### config.mk
export PLATFORM = sky130hd
export DESIGN_NAME = bus_arbiter
export DESIGN_NICKNAME = d
export VERILOG_FILES = /design/src/rtl/bus_arbiter.sv
export SDC_FILE = /design/constraint.sdc
export NUM_CORES = 1
export LEC_CHECK = 0
export ABC_AREA = 0
export CAP_MARGIN = 20
export CORE_ASPECT_RATIO = 0.9
export CORE_MARGIN = 5
export CORE_UTILIZATION = 41
export DETAILED_ROUTE_END_ITERATION = 10
export GPL_ROUTABILITY_DRIVEN = 0
export PLACE_DENSITY = 0.85
export SLEW_MARGIN = 20
export SYNTH_ARGS = -nofsm -noshare
export SYNTH_HDL_FRONTEND = slang
export SYNTH_SLANG_ARGS = --single-unit
### constraint.sdc
create_clock -name clk -period 3.4 [get_ports clk]
set_input_delay 0.68 -clock clk [delete_from_list [all_inputs] [get_ports clk]]
set_output_delay 0.68 -clock clk [all_outputs]
set_load 0.005 [all_outputs]
### src/rtl/bus_arbiter.sv
// -----------------------------------------------------------------------------
// bus_arbiter
//
// Two-core snooping bus arbiter. Each L1 controller raises a level request
// together with a command and line address. The arbiter picks one owner,
// broadcasts the owner's command/address for one cycle (with a snoop strobe to
// the other core), holds the grant until the L2/memory side pulses done, then
// spends one RELEASE cycle with no grant before arbitrating again.
// Contention is resolved round-robin against the last released owner.
//
// FSM: IDLE -> GRANT -> WAIT -> RELEASE -> IDLE. Every output is a flop.
//
// Optional feature (compile-time macro ARB_TIMEOUT_EN):
//   Adds a WAIT-state watchdog. If done does not arrive within TIMEOUT WAIT
//   cycles the transaction is force-released and the sticky timeout_err flag
//   is set until reset. Without the macro WAIT lasts until done and
//   timeout_err is a constant 0.
//
// Parameters:
//   ADDR_W   address width
//   TIMEOUT  watchdog limit in WAIT cycles (only meaningful with ARB_TIMEOUT_EN)
//
// Ports:
//   clk                       clock, all logic on rising edge
//   reset                     asynchronous active-low reset
//   req_core0 / req_core1     level bus requests
//   cmd_core0 / cmd_core1     0=NONE 1=BusRd 2=BusRdX 3=BusUpgr
//   addr_core0 / addr_core1   request line addresses
//   done                      one-cycle completion strobe
//   grant_core0 / grant_core1 bus ownership, one-hot or zero
//   bus_valid                 one-cycle broadcast valid (GRANT cycle)
//   bus_cmd / bus_addr        latched command/address of the owner
//   bus_owner                 index of the owning core
//   snoop_core0 / snoop_core1 one-cycle snoop strobe to the non-owner
//   timeout_err               sticky watchdog flag
// -----------------------------------------------------------------------------
module bus_arbiter #(
    parameter int ADDR_W  = 32,
    parameter int TIMEOUT = 15
) (
    input  logic              clk,
    input  logic              reset,
    input  logic              req_core0,
    input  logic              req_core1,
    input  logic [1:0]        cmd_core0,
    input  logic [1:0]        cmd_core1,
    input  logic [ADDR_W-1:0] addr_core0,
    input  logic [ADDR_W-1:0] addr_core1,
    input  logic              done,
    output logic              grant_core0,
    output logic              grant_core1,
    output logic              bus_valid,
    output logic [1:0]        bus_cmd,
    output logic [ADDR_W-1:0] bus_addr,
    output logic              bus_owner,
    output logic              snoop_core0,
    output logic              snoop_core1,
    output logic              timeout_err
);

    typedef enum logic [1:0] {
        ST_IDLE    = 2'd0,
        ST_GRANT   = 2'd1,
        ST_WAIT    = 2'd2,
        ST_RELEASE = 2'd3
    } state_t;

    state_t              r_state;
    logic                r_last_owner;
    logic                r_grant_core0;
    logic                r_grant_core1;
    logic                r_bus_valid;
    logic [1:0]          r_bus_cmd;
    logic [ADDR_W-1:0]   r_bus_addr;
    logic                r_bus_owner;
    logic                r_snoop_core0;
    logic                r_snoop_core1;

    logic                w_any_req;
    logic                w_winner;
    logic [1:0]          w_win_cmd;
    logic [ADDR_W-1:0]   w_win_addr;

`ifdef ARB_TIMEOUT_EN
    // Counter must be able to hold TIMEOUT-1, the value seen in the last
    // permitted WAIT cycle.
    localparam int           CNT_W        = (TIMEOUT > 1) ? $clog2(TIMEOUT) : 1;
    localparam logic [CNT_W-1:0] CNT_LAST = CNT_W'(TIMEOUT - 1);

    logic [CNT_W-1:0]    r_wait_cnt;
    logic                r_timeout_err;
`endif

    // Winner selection: a lone requester wins; on contention the core that
    // did not own the bus last time wins.
    always_comb begin
        w_any_req  = req_core0 | req_core1;
        w_winner   = 1'b0;
        if (req_core0 && req_core1) begin
            w_winner = ~r_last_owner;
        end else if (req_core1) begin
            w_winner = 1'b1;
        end else begin
            w_winner = 1'b0;
        end
        if (w_winner) begin
            w_win_cmd  = cmd_core1;
            w_win_addr = addr_core1;
        end else begin
            w_win_cmd  = cmd_core0;
            w_win_addr = addr_core0;
        end
    end

    // Arbitration FSM with all bus-side outputs registered.
    always_ff @(posedge clk or negedge reset) begin
        if (!reset) begin
            r_state       <= ST_IDLE;
            r_last_owner  <= 1'b1;
            r_grant_core0 <= 1'b0;
            r_grant_core1 <= 1'b0;
            r_bus_valid   <= 1'b0;
            r_bus_cmd     <= 2'd0;
            r_bus_addr    <= '0;
            r_bus_owner   <= 1'b0;
            r_snoop_core0 <= 1'b0;
            r_snoop_core1 <= 1'b0;
`ifdef ARB_TIMEOUT_EN
            r_wait_cnt    <= '0;
            r_timeout_err <= 1'b0;
`endif
        end else begin
            case (r_state)
                ST_IDLE: begin
                    // done is meaningless here and is not looked at.
                    if (w_any_req) begin
                        r_state       <= ST_GRANT;
                        r_grant_core0 <= ~w_winner;
                        r_grant_core1 <= w_winner;
                        r_bus_valid   <= 1'b1;
                        r_bus_cmd     <= w_win_cmd;
                        r_bus_addr    <= w_win_addr;
                        r_bus_owner   <= w_winner;
                        r_snoop_core0 <= w_winner;
                        r_snoop_core1 <= ~w_winner;
                    end else begin
                        r_state       <= ST_IDLE;
                        r_bus_valid   <= 1'b0;
                        r_snoop_core0 <= 1'b0;
                        r_snoop_core1 <= 1'b0;
                    end
                end

                ST_GRANT: begin
                    // Broadcast lasts exactly one cycle; done is ignored here
                    // because the transaction has not been issued yet.
                    r_state       <= ST_WAIT;
                    r_bus_valid   <= 1'b0;
                    r_snoop_core0 <= 1'b0;
                    r_snoop_core1 <= 1'b0;
`ifdef ARB_TIMEOUT_EN
                    r_wait_cnt    <= '0;
`endif
                end

                ST_WAIT: begin
                    // Grant is held regardless of the request level; only
                    // done (or the watchdog) ends ownership.
                    r_bus_valid   <= 1'b0;
                    r_snoop_core0 <= 1'b0;
                    r_snoop_core1 <= 1'b0;
                    if (done) begin
                        r_state       <= ST_RELEASE;
                        r_grant_core0 <= 1'b0;
                        r_grant_core1 <= 1'b0;
                        r_last_owner  <= r_bus_owner;
                    end
`ifdef ARB_TIMEOUT_EN
                    else if (r_wait_cnt >= CNT_LAST) begin
                        r_state       <= ST_RELEASE;
                        r_grant_core0 <= 1'b0;
                        r_grant_core1 <= 1'b0;
                        r_last_owner  <= r_bus_owner;
                        r_timeout_err <= 1'b1;
                    end else begin
                        r_state       <= ST_WAIT;
                        r_wait_cnt    <= r_wait_cnt + CNT_W'(1);
                    end
`else
                    else begin
                        r_state       <= ST_WAIT;
                    end
`endif
                end

                ST_RELEASE: begin
                    // Dead cycle between owners; done and requests ignored.
                    r_state       <= ST_IDLE;
                    r_grant_core0 <= 1'b0;
                    r_grant_core1 <= 1'b0;
                    r_bus_valid   <= 1'b0;
                    r_snoop_core0 <= 1'b0;
                    r_snoop_core1 <= 1'b0;
                end

                default: begin
                    r_state       <= ST_IDLE;
                    r_grant_core0 <= 1'b0;
                    r_grant_core1 <= 1'b0;
                    r_bus_valid   <= 1'b0;
                    r_snoop_core0 <= 1'b0;
                    r_snoop_core1 <= 1'b0;
                end
            endcase
        end
    end

    assign grant_core0 = r_grant_core0;
    assign grant_core1 = r_grant_core1;
    assign bus_valid   = r_bus_valid;
    assign bus_cmd     = r_bus_cmd;
    assign bus_addr    = r_bus_addr;
    assign bus_owner   = r_bus_owner;
    assign snoop_core0 = r_snoop_core0;
    assign snoop_core1 = r_snoop_core1;

`ifdef ARB_TIMEOUT_EN
    assign timeout_err = r_timeout_err;
`else
    // TIMEOUT has no effect in this build; referencing it keeps the parameter
    // list identical between builds without leaving it dangling.
    assign timeout_err = (TIMEOUT >= 0) ? 1'b0 : 1'b0;
`endif

endmodule

-- After elaboration in Yosys (flattened, before gate mapping)
Index checks and enable logic that the tools add are counted.
Widths: inputs -> output; s select.
- output and inout port bits: 41
- register bits after elaboration: 43
- input port bits: 73
- word-level logic and storage cells: 43
- reduce and logical (&&, ||, !) cells: 7
- equality and inequality tests: 5
- muxes and demuxes: 18
- bitwise logic cells: 3
- operators by type and width (cell ; count):
    $mux 32 ; 1
    $mux 1 ; 10
    $pmux 2 s4 ; 1
    $pmux 1 s2 ; 3
    $pmux 1 s3 ; 2
    $eq 2x2->1 const B ; 2
    $ne 2x2->1 const B ; 2
    $reduce_and 2->1 ; 2
    $reduce_and 3->1 ; 1
    $reduce_bool 3->1 ; 1
    $reduce_or 3->1 ; 1
    $eq 2x1->1 const B ; 1
    $logic_not 2->1 ; 1
    $mux 2 ; 1
    $not 1->1 ; 2
    $logic_and 1x1->1 ; 1
    $or 1x1->1 ; 1

-- Longest topological paths before layout
- word-level depth: 5
- depth in mapped cells: 8

-- Worst setup path before layout
OpenSTA, ideal clock, no wires.
- path kind: input-to-reg
- from: input req_core1
- to: register r_bus_owner, in the netlist bus_owner
- path slack: 1992 ps
- required time: 3279 ps
- data arrival time: 1287 ps
- stages: 4
- buffers on the path: 2
- path through: a21boi_2 > buf_6 > buf_6 > a22o_1
- longest elaborated chain between the ends: 2
- elaborated cells between the ends (all ways): 5
- classes of those cells: mux: 2; bitwise: 1; reduce/logical: 2
- ends and longest elaborated chain (element ; RTL line ; text):
    start, declared ; 44 ; input logic req_core1,
    $mux 1, or another cell as far along ; 101 ; end else if (req_core1) begin
    $mux 1 or $reduce_and 2->1 (tied branches) ; -- ;
    end signal, assigned ; 143 ; r_bus_owner <= w_winner;
    end, declared ; 75 ; logic r_bus_owner;
Several ways; a longest one is shown, not always the timed one.
A chain may end at the register's enable or synchronous reset.

-- Final worst setup path
- from: input req_core0
- to: register r_bus_addr[24], in the netlist bus_addr[24]
- longest elaborated chain between the ends: 3
- elaborated cells between the ends (all ways): 5
- classes of those cells: mux: 2; bitwise: 1; reduce/logical: 2
- ends and longest elaborated chain (element ; RTL line ; text):
    start, declared ; 43 ; input logic req_core0,
    $logic_and 1x1->1 ; 99 ; if (req_core0 && req_core1) begin
    $mux 1 ; 99 ;
    $mux 32 ; 106 ; if (w_winner) begin
    end signal, assigned ; 142 ; r_bus_addr <= w_win_addr;
    end, declared ; 74 ; logic [ADDR_W-1:0] r_bus_addr;
Several ways; a longest one is shown, not always the timed one.

==> results by stage <==
Routing:
- The detailed router placed 1,988 vias in this run.
- The detailed-route wire length per cell is 14.4 um.
- The detailed router finished its first iteration with 86 violations.
- The total DRC errors in the routed layout is 0.
- Once detail routing completed, the nets flagged for antenna violations numbered 0.
- The via-per-instance ratio is 4.98.
- The iteration count of the initial detailed-routing pass is 4.
- The total routed wirelength is 5.76 mm.

Yosys:
- The number of distinct library cells after synthesis is 23.
- Summing the sequential cell areas from Yosys gives 53.7% of the chip area.
- Synthesis produced 226 cells.
- In this run the cell area of the synthesized design comes to 2000 um^2.
- The flip-flop and latch count after synthesis is 43.
- The synthesized area divided by synthesized cell count is 8.87 um^2.
- By area, the combinational part of the netlist is dominated by compound AO/OA/AOI/OAI gates.
- Measured against the total synthesized area, the mux share comes to 1.06%.
- The post-synth net total is 303.
- The synthesized netlist devotes 2.50% of its cell area to adder and majority cells.
- Summing the areas of all xor and xnor instances in the mapped netlist gives 0% of the synthesized area.
- Of the total synthesized cell area, the portion taken by AND, OR, NAND and NOR gates is 14.4%.
- Summing the areas of all compound-gate instances in the mapped netlist gives 21.3% of the synthesized area.
- Yosys printed 0 warnings.

Pwr:
- VDD sags by at most 0.315 mV.
- The total design power is 0.00253 W.
- The power density over the cells is 783 nW/um^2.
- For this design the static power due to leakage is 1.37 nW.

CTS:
- The clock root buffer is clkbuf_8.
- The post-CTS resize count is 0.
- CTS saw 43 sinks.
- Clock latency on the worst-skew pair, taken at its later pin, is 0.28 ns.
- The worst-case clock buffer depth is 2.
- The post-CTS setup buffer count is 0.
- The clock tree synthesis step divided the H-tree into 2 levels.
- The number of hold buffers added after CTS was 0.
- After clock tree synthesis, the clock-pin slew on the worst setup and hold paths is 0.08 ns.
- TritonCTS built the clock tree.
- Buffers inserted during clock tree synthesis total 5.

Setup path:
- The worst path arrival time is 2.26 ns.
- The register-to-register path setup slack is 1.52 ns.
- The cell type of the slowest stage on the worst timing path is clkdlybuf4s50_1.
- The worst setup path is of the input pin to flop kind.
- The end of the worst register-to-register path is bus_addr[24].
- The worst register-to-register path begins at r_state[0].
- The type of element launching the critical path is an input pin.
- The combined buffer and inverter count along the critical path is 2.
- The number of cells on the worst reg-to-reg path is 6.
- Traced cell by cell, the critical path runs through clkdlybuf4s50_1, o21a_1, buf_12, nor2_1, a21oi_1.
- In this design, the stage delay of the slowest critical-path cell is 0.62 ns.
- Data on the critical path is required at its endpoint by 3.61 ns.
- The family with the most delay on the worst path is buffers and inverters.
- Of all nets on the critical path, the largest fanout is 21.
- The worst setup path is captured at a flop.

Timing:
- The final period utilization is 60.4%.
- The number of max-slew violations in the final report came to 0.
- The achievable frequency is 0.487 GHz.
- The setup-violating endpoint count in the final report is 0.
- Setup repair after global routing left no endpoint under its margin.
- On the final layout, the worst clock skew is 0.00451 ns.
- At the pin with the least slew margin, the transition time is 0.670 ns.
- The smallest clock period supported by the final layout is computed as 2.05 ns.
- The number of hold violations in the final report is 0.
- The final setup TNS is 0 ns.
- The final-layout worst hold slack is 0.379 ns.
- The worst slew margin relative to its limit is 55.3%.

Cells and area:
- The multi-input combinational cell area is 792 um^2.
- After the last flow step, the layout net total stands at 410.
- The layout has 416 filler cells.
- The post-route netlist has 5.39% of its cells at a drive strength greater than 1.
- The area used by sequential logic in the layout is 1080 um^2.
- 0 antenna diodes ended up in the layout.
- The area added between synthesis and finish is 61.5%.
- The library cell used most frequently in the layout, excluding fill and tap cells, is clkdlybuf4s50_1.
- The final non-filler cell area is 3240 um^2.
- The post-layout instance count excluding filler cells is 399.
- In the layout the commonest cells are 111 x clkdlybuf4s50_1, 69 x a21oi_1, 42 x dfrtp_1, 36 x nand2_1, 36 x nor2_1.

Die:
- The die covers 6390 um^2.
- The die is 83.7 um wide.
- The floorplan has 24 rows.
- The area of the core is 4800 um^2.
- 114 I/O pins were placed.
- The initial utilization of the core area, before any placement, comes to 41.7%.
- The die span in y is 76.3 um.

Placement:
- Once placement finished, the instance area stood at 3140 um^2.
- The half-perimeter wire length after placement is 4.37 mm.
- The count of input and output buffers is 112.
- The cell total after placement is 391.

Global routing:
- The pin count of the biggest net entering global routing is 44.
- The initial antenna violation count is 0.
- Global routing used 18.0% of the available tracks across all layers.
- Summed over all layers, the global routing overflow is 0.
- The number of global-route vias before repair is 1,952.
- The global-route wire length before repair is 9.47 mm.

Worst hold path:
- The worst hold path class is input pin to async pin.

Job:
- Max-cap violations in this run came to 0.

Outcome:
- The run finished with clean final reports.
cells in the mapped netlist:
master | instances | area share (%)
and2_1 | 1 | 0.31
o32ai_1 | 2 | 0.87
a21bo_2 | 1 | 0.50
nor2b_1 | 2 | 0.62
nand2_1 | 36 | 6.7
o21a_1 | 1 | 0.37
a21oi_1 | 69 | 17
buf_2 | 9 | 2.2
o21ai_2 | 1 | 0.44
mux2_2 | 1 | 0.56
buf_6 | 3 | 1.7
nor2_1 | 36 | 6.7
conb_1 | 1 | 0.19
a22o_1 | 1 | 0.44
dfstp_2 | 1 | 1.3
dfrtp_1 | 42 | 52
ha_1 | 4 | 2.5
buf_4 | 5 | 1.9
inv_1 | 5 | 0.94
a21boi_2 | 1 | 0.56
mux2i_1 | 1 | 0.50
o22a_1 | 1 | 0.44
o21ai_0 | 2 | 0.50
cells by family (layout without fill, tap and decap cells):
family / count (synthesis) / after routing
fa+ha+maj: 4 / 4
other cells: 1 / 1
simple gates: 75 / 75
mux: 2 / 2
flops: 43 / 43
buf+inv: 22 / 130
compound gates: 79 / 79
sequential cells by signal, summed over array words and instances, names as in the netlist:
signal and count:
snoop_core0 1, r_last_owner 1, bus_owner 1, snoop_core1 1, grant_core0 1, bus_addr 32, bus_valid 1, bus_cmd 2
grant_core1 1, r_state 2
worst max-delay path by stage:
stage / to / depth (start not counted) / start
after global placement: bus_addr[23] / 4 / req_core0
after floorplan: bus_owner / 4 / req_core1
after detailed placement: bus_addr[24] / 5 / req_core0
after global routing: bus_addr[12] / 5 / req_core0
final: bus_addr[24] / 5 / req_core0
after CTS: bus_addr[24] / 5 / req_core0
layer usage:
| metal | share of wire [%] | global-route usage [%] | vias to the layer above |
|---|---|---|---|
| met5 | 0 | 0 | - |
| met4 | 0.76 | 4.34 | 0 |
| met3 | 8.2 | 5.62 | 4 |
| met2 | 50 | 30.0 | 76 |
| met1 | 41 | 22.9 | 948 |
| li1 | - | - | 960 |
through the flow:
step           setup WS, ns  util (%)
6_report               1.35      67.4
5_1_grt                1.23      67.4
4_1_cts                1.33      67.3
3_5_place_dp           1.03      65.3
3_3_place_gp           1.10      65.3
2_1_floorplan          1.99         -
area by class of cell:
class,count,area share (%)
Inverter,5,0.580
Multi-Input combinational cell,161,24.5
Clock buffer,8,3.09
Tap cell,65,2.51
Timing Repair Buffer,117,36.1
Sequential cell,43,33.3
report_power, final:
group          leakage (nW)  switching (W)  internal [W]
logic                 0.830       0.000557      0.000722
registers             0.492       0.000136      0.000770
clock network        0.0515       0.000163      0.000185
Note: power is estimated with default switching activity, not from simulation.
==> variant 1: new RTL, same flow settings <==
Add a define of `ARB_TIMEOUT_EN`.
--- a/src/rtl/bus_arbiter.sv
+++ b/src/rtl/bus_arbiter.sv
@@ -34,6 +34,8 @@
 //   snoop_core0 / snoop_core1 one-cycle snoop strobe to the non-owner
 //   timeout_err               sticky watchdog flag
 // -----------------------------------------------------------------------------
+`define ARB_TIMEOUT_EN
+
 module bus_arbiter #(
     parameter int ADDR_W  = 32,
     parameter int TIMEOUT = 15
Formal check against the unedited RTL: no difference found for any inputs over 10 cycles, from zero or initial values and one cycle with reset low; that may be too few to reach the edited logic, so the function may still have changed.
==> variant 1 against the original RTL <==
- largest cell class is now flip-flops and latches
- highest routed layer unchanged
- sequential power grew 10%
- clock skew grew 0.0041 ns
- sequential cell count grew 5
- worst setup slack lost 0.21 ns
- maximum frequency shrank 9.3%
- area after synthesis grew 7.4%
- non-clock buffer count shrank 1
- worst hold slack is essentially flat
- critical endpoint is now bus_addr[27]
- die area grew 6.4%
- total power grew 9.5%
- wire length grew 2.0%
- via count shrank 7.7%
- design area grew 6.3%
==> variant 1: results (changes against the original RTL) <==
| Metric | Value |
|---|---|
| Clock buffer depth | 2 (unchanged) |
| First-pass GRT wire length | 9.36 mm (-1.2%) |
| Leak Pwr | 1.52 nW (+10%) |
| Antenna diodes | 0 (unchanged) |
| IO buf count | 113 (+0.89%) |
| Clock power share | 0.162 (+0.024) |
| All-Layer GR Usage | 0.173 (-0.00717) |
| Drt first-iter violations | 63 (-27%) |
| Synth top area cells | dfrtp_1 (55%), a221o_1 (16%), and2_1 (9.9%), ha_1 (3.5%), buf_6 (2.1%) |
| Post-synth top cells | dfrtp_1 (47), a221o_1 (34), and2_1 (34) |
| Setup Buffers After CTS | 0 (unchanged) |
| Distinct cells, synth | 31 (+35%) |
| Status | complete, no violations |
| Largest register FFs | 32 (unchanged) |
| Vias | 1834 (-7.7%) |
| P_int | 0.00193 W (+15%) |
| Place WS | 0.823 ns (-0.211 ns) |
| Post-Syn Nets | 252 (-17%) |
| Syn-to-layout area delta | 59.9% |
| Avg Vias per Cell | 5.18 (+4.0%) |
| Slew @ Worst Pin | 0.713 ns (+0.0428 ns) |
| Final #Nets | 365 (-11%) |
| Post-detail-place hpwl | 4.29 mm (-2.0%) |
| Most common flop cell mapped by yosys | dfrtp_1 |
| Worst vdd ir | 0.391 mV (+24%) |
| Share of cells above drive strength 1 | 0.0592 (+0.00534) |
| Critical path fanouts, max | 22 (+4.8%) |
| Detailed Routing Iterations Pass 1 | 4 (unchanged) |
| Resize count post-CTS | 0 (unchanged) |
| Top delay family on crit path | buffers and inverters |
| Dpl cells | 346 (-12%) |
| Initial antenna violation count | 0 (unchanged) |
| Critical path arrival | 2.49 ns (+0.23 ns) |
| Synth warn | 0 (unchanged) |
| Post-Place Cell Area | 3310 µm² (+5.7%) |
| Slowest stage delay, CP | 0.56 ns (-0.06 ns) |
| Clk root buf | clkbuf_8 |
| Vias in the first global route | 1877 (-3.8%) |
| Clock latency on the worst-skew pair | 0.30 ns (+0.02 ns) |
| Per-cell routed wire length | 16.6 µm (+15%) |
| H-tree levels | 2 (unchanged) |
| Avg Cell Area, Syn | 12.4 µm² (+40%) |
| Clock Skew | 0.00865 ns (+0.00415 ns) |
| Total CTS buffers | 5 (unchanged) |
| Logic pwr share | 0.478 (-0.027) |
| Fill cells | 392 (-5.8%) |
| Largest net degree at the start of global routing | 49 (+11%) |
| Net Sw Power | 0.000841 W (-1.9%) |
| Sequential share of the synthesized area | 0.559 (+0.0213) |
| Master of the slowest instance on the critical path | clkdlybuf4s50_1 |
## variant 1: changes by cell type after synthesis, sizes merged, moves of 3 or more
cell    change
o21ai       +3
inv         +3
nand2      -31
nor2       -35
a21oi      -67
and2       +33
dfrtp       +5
a221o      +34
buf        -10
clkbuf      +3
a21o        +3
## variant 1: path summary, 6_finish.rpt
| path | start | depth (start not counted) | end | slack, ns |
|---|---|---|---|---|
| max in group asynchronous | reset | 1 | bus_addr[25] | 2.62 |
| max | req_core0 | 5 | bus_addr[27] | 1.14 |
| min | reset | 1 | r_wait_cnt[0] | 0.38 |
| max reg2reg | r_state[0] | 6 | bus_addr[27] | 1.30 |
| min in group clk | timeout_err | 1 | timeout_err | 0.47 |
| min reg2reg | timeout_err | 1 | timeout_err | 0.47 |
## variant 1: cells by family (layout without fill, tap and decap cells)
logic type / Yosys count / count (layout) / share of synthesized area
multiplexers: 3 / 3 / 0.0145
flip-flops: 48 / 48 / 0.559
buffers and inverters: 18 / 132 / 0.0471
AO/OA/AOI/OAI: 50 / 50 / 0.210
adder cells (fa/ha/maj): 6 / 6 / 0.0349
AND/OR/NAND/NOR: 48 / 48 / 0.134
## variant 1: worst reg2reg max path, cell delays in order, from the launching register on
cell and delay [ns]:
dfrtp_1 0.41, inv_1 0.09, ha_1 0.27, nand2_1 0.11, a21oi_2 0.55, buf_4 0.39, a221o_1 0.21
## variant 1: final cells by class
class | instances | area share
well taps | 67 | 0.0244
repair buffers | 116 | 0.334
clock inverters | 1 | 0.00872
multi-input cells | 107 | 0.246
flip-flops and latches | 48 | 0.349
clock buffers | 7 | 0.0280
inverters | 8 | 0.00872
## variant 1: routing by layer
metal / global-route usage / wire [µm]
met1: 0.226 / 2560
met5: 0 / 0
met4: 0.0514 / 70
met3: 0.0581 / 564
met2: 0.273 / 2690
==> variant 2: new RTL, same settings <==
Made on the original files. The 4 states of `state_t` get a one-hot encoding in 4 bits.
--- a/src/rtl/bus_arbiter.sv
+++ b/src/rtl/bus_arbiter.sv
@@ -58,11 +58,11 @@
     output logic              timeout_err
 );
 
-    typedef enum logic [1:0] {
-        ST_IDLE    = 2'd0,
-        ST_GRANT   = 2'd1,
-        ST_WAIT    = 2'd2,
-        ST_RELEASE = 2'd3
+    typedef enum logic [3:0] {
+        ST_IDLE    = 4'b0001,
+        ST_GRANT   = 4'b0010,
+        ST_WAIT    = 4'b0100,
+        ST_RELEASE = 4'b1000
     } state_t;
 
     state_t              r_state;
Behaviour: same outputs for any inputs over 10 cycles, from zero or initial values and one cycle with reset low; not proved beyond that.
==> variant 2 against the original RTL <==
- worst setup slack worse by 0.16 ns
- sequential power up 7.0%
- area after synthesis up 12%
- final cell count down 19%
- clock skew up 0.0033 ns
- wire length down 10%
- sequential cell count up 2
- design area up 6.5%
- total power up 4.1%
- highest routed layer unchanged
==> variant 2: results (changes against the original RTL) <==
| Metric | Value |
|---|---|
| Vias | 1553 (-22%) |
| Clock latency on the worst-skew pair | 0.28 ns (about the same) |
| Slew @ Worst Pin | 0.550 ns (-0.120 ns) |
| Largest register FFs | 32 (unchanged) |
| CTS clk-pin slew, worst paths | 0.08 ns (about the same) |
| Place WS | 0.882 ns (-0.152 ns) |
| Post-detail-place hpwl | 4.04 mm (-7.6%) |
| H-tree levels | 2 (unchanged) |
| DR WL met3 | 673 µm (+43%) |
| Clock Skew | 0.00783 ns (+0.00332 ns) |
| Post-synth ARST share | 1.00 (unchanged) |
| DRT met1 WL | 2.15 mm (-8.4%) |
| Most common flop cell mapped by yosys | dfrtp_1 |
| Top Layer Used | met4 |
| Drt first-iter violations | 16 (-81%) |
| Top delay family on crit path | buffers and inverters |
| Grt met1 use | 0.182 (-0.0471) |
| Sequential share of the synthesized area | 0.501 (-0.0369) |
| M3 GR Usage | 0.0626 (+0.00635) |
| Dpl cells | 317 (-19%) |
| All-Layer GR Usage | 0.146 (-0.0345) |
| IO buf count | 112 (unchanged) |
| Detailed Routing Iterations Pass 1 | 2 (-2) |
| Status | complete, no violations |
| Slowest stage delay, CP | 0.55 ns (-0.07 ns) |
| Largest net degree at the start of global routing | 46 (+4.5%) |
| Post-Syn Nets | 217 (-28%) |
| Worst vdd ir | 0.724 mV (+130%) |
| Final #Nets | 330 (-20%) |
| Share of cells above drive strength 1 | 0.322 (+0.268) |
| Distinct cells, synth | 26 (+13%) |
| Clock buffer depth | 2 (unchanged) |
| Critical path fanouts, max | 19 (-9.5%) |
| First-pass GRT wire length | 8.09 mm (-15%) |
| DR WL met2 | 2.34 mm (-19%) |
| Setup Buffers After CTS | 0 (unchanged) |
| Gate Count Post-Synth | 144 (-36%) |
| Synth top area cells | dfrtp_1 (48%), mux2_2 (25%), mux2_4 (13%), buf_12 (2.7%), dfstp_2 (2.3%) |
| Avg Vias per Cell | 4.78 (-4.1%) |
| Met2 GRT Util | 0.236 (-0.0635) |
| Initial antenna violation count | 0 (unchanged) |
| Master of the slowest instance on the critical path | clkdlybuf4s50_1 |
| Critical path arrival | 2.37 ns (+0.11 ns) |
| Leak Pwr | 1.45 nW (+5.3%) |
| Synth warn | 0 (unchanged) |
| Post-synth top cells | mux2_2 (50), dfrtp_1 (43), mux2_4 (19) |
| Fill cells | 405 (-2.6%) |
| Resize count post-CTS | 0 (unchanged) |
| Per-cell routed wire length | 15.9 µm (+10%) |
==> variant 2: power by group <==
| group | switching (W) | internal [W] | leakage (nW) |
|---|---|---|---|
| Combinational | 0.000423 | 0.000940 | 0.869 |
| Sequential | 0.000160 | 0.000809 | 0.537 |
| Clock | 0.000160 | 0.000146 | 0.0395 |
| Total | 0.000743 | 0.00189 | 1.45 |
==> variant 2: per-stage QoR <==
stage                     power (W)  utilization  hold WS (ns)  cell area, µm²
final                       0.00264        0.652         0.381            3450
after global routing        0.00281        0.652         0.416            3450
after CTS                   0.00268        0.652         0.513            3440
after detailed placement    0.00237        0.636         0.492            3360
after global placement      0.00231        0.636         0.488            3360
after floorplan             0.00174            -         0.384            2250
==> variant 2: layout make-up <==
type / count / area share
Clock buffer: 8 / 0.0232
Multi-Input combinational cell: 89 / 0.293
Inverter: 2 / 0.00363
Sequential cell: 45 / 0.327
Tap cell: 67 / 0.0243
Timing Repair Buffer: 114 / 0.329
==> variant 2: path summary, 6_finish.rpt <==
kind / startpoint / endpoint / slack [ns] / depth (start not counted)
max in group asynchronous: reset / bus_addr[27] / 2.64 / 1
max reg2reg: r_state[1] / bus_addr[15] / 1.49 / 4
max: req_core1 / bus_addr[9] / 1.19 / 5
min: reset / grant_core0 / 0.38 / 1
min reg2reg: bus_addr[12] / bus_addr[12] / 0.51 / 1
min in group clk: bus_addr[12] / bus_addr[12] / 0.51 / 1
==> variant 2: kinds of logic after synthesis <==
family / count (synthesis) / synth area share
mux: 69 / 0.376
simple gates: 10 / 0.0338
xor+xnor: 1 / 0.00389
compound gates: 8 / 0.0283
other cells: 1 / 0.00166
buf+inv: 10 / 0.0555
flops: 45 / 0.501
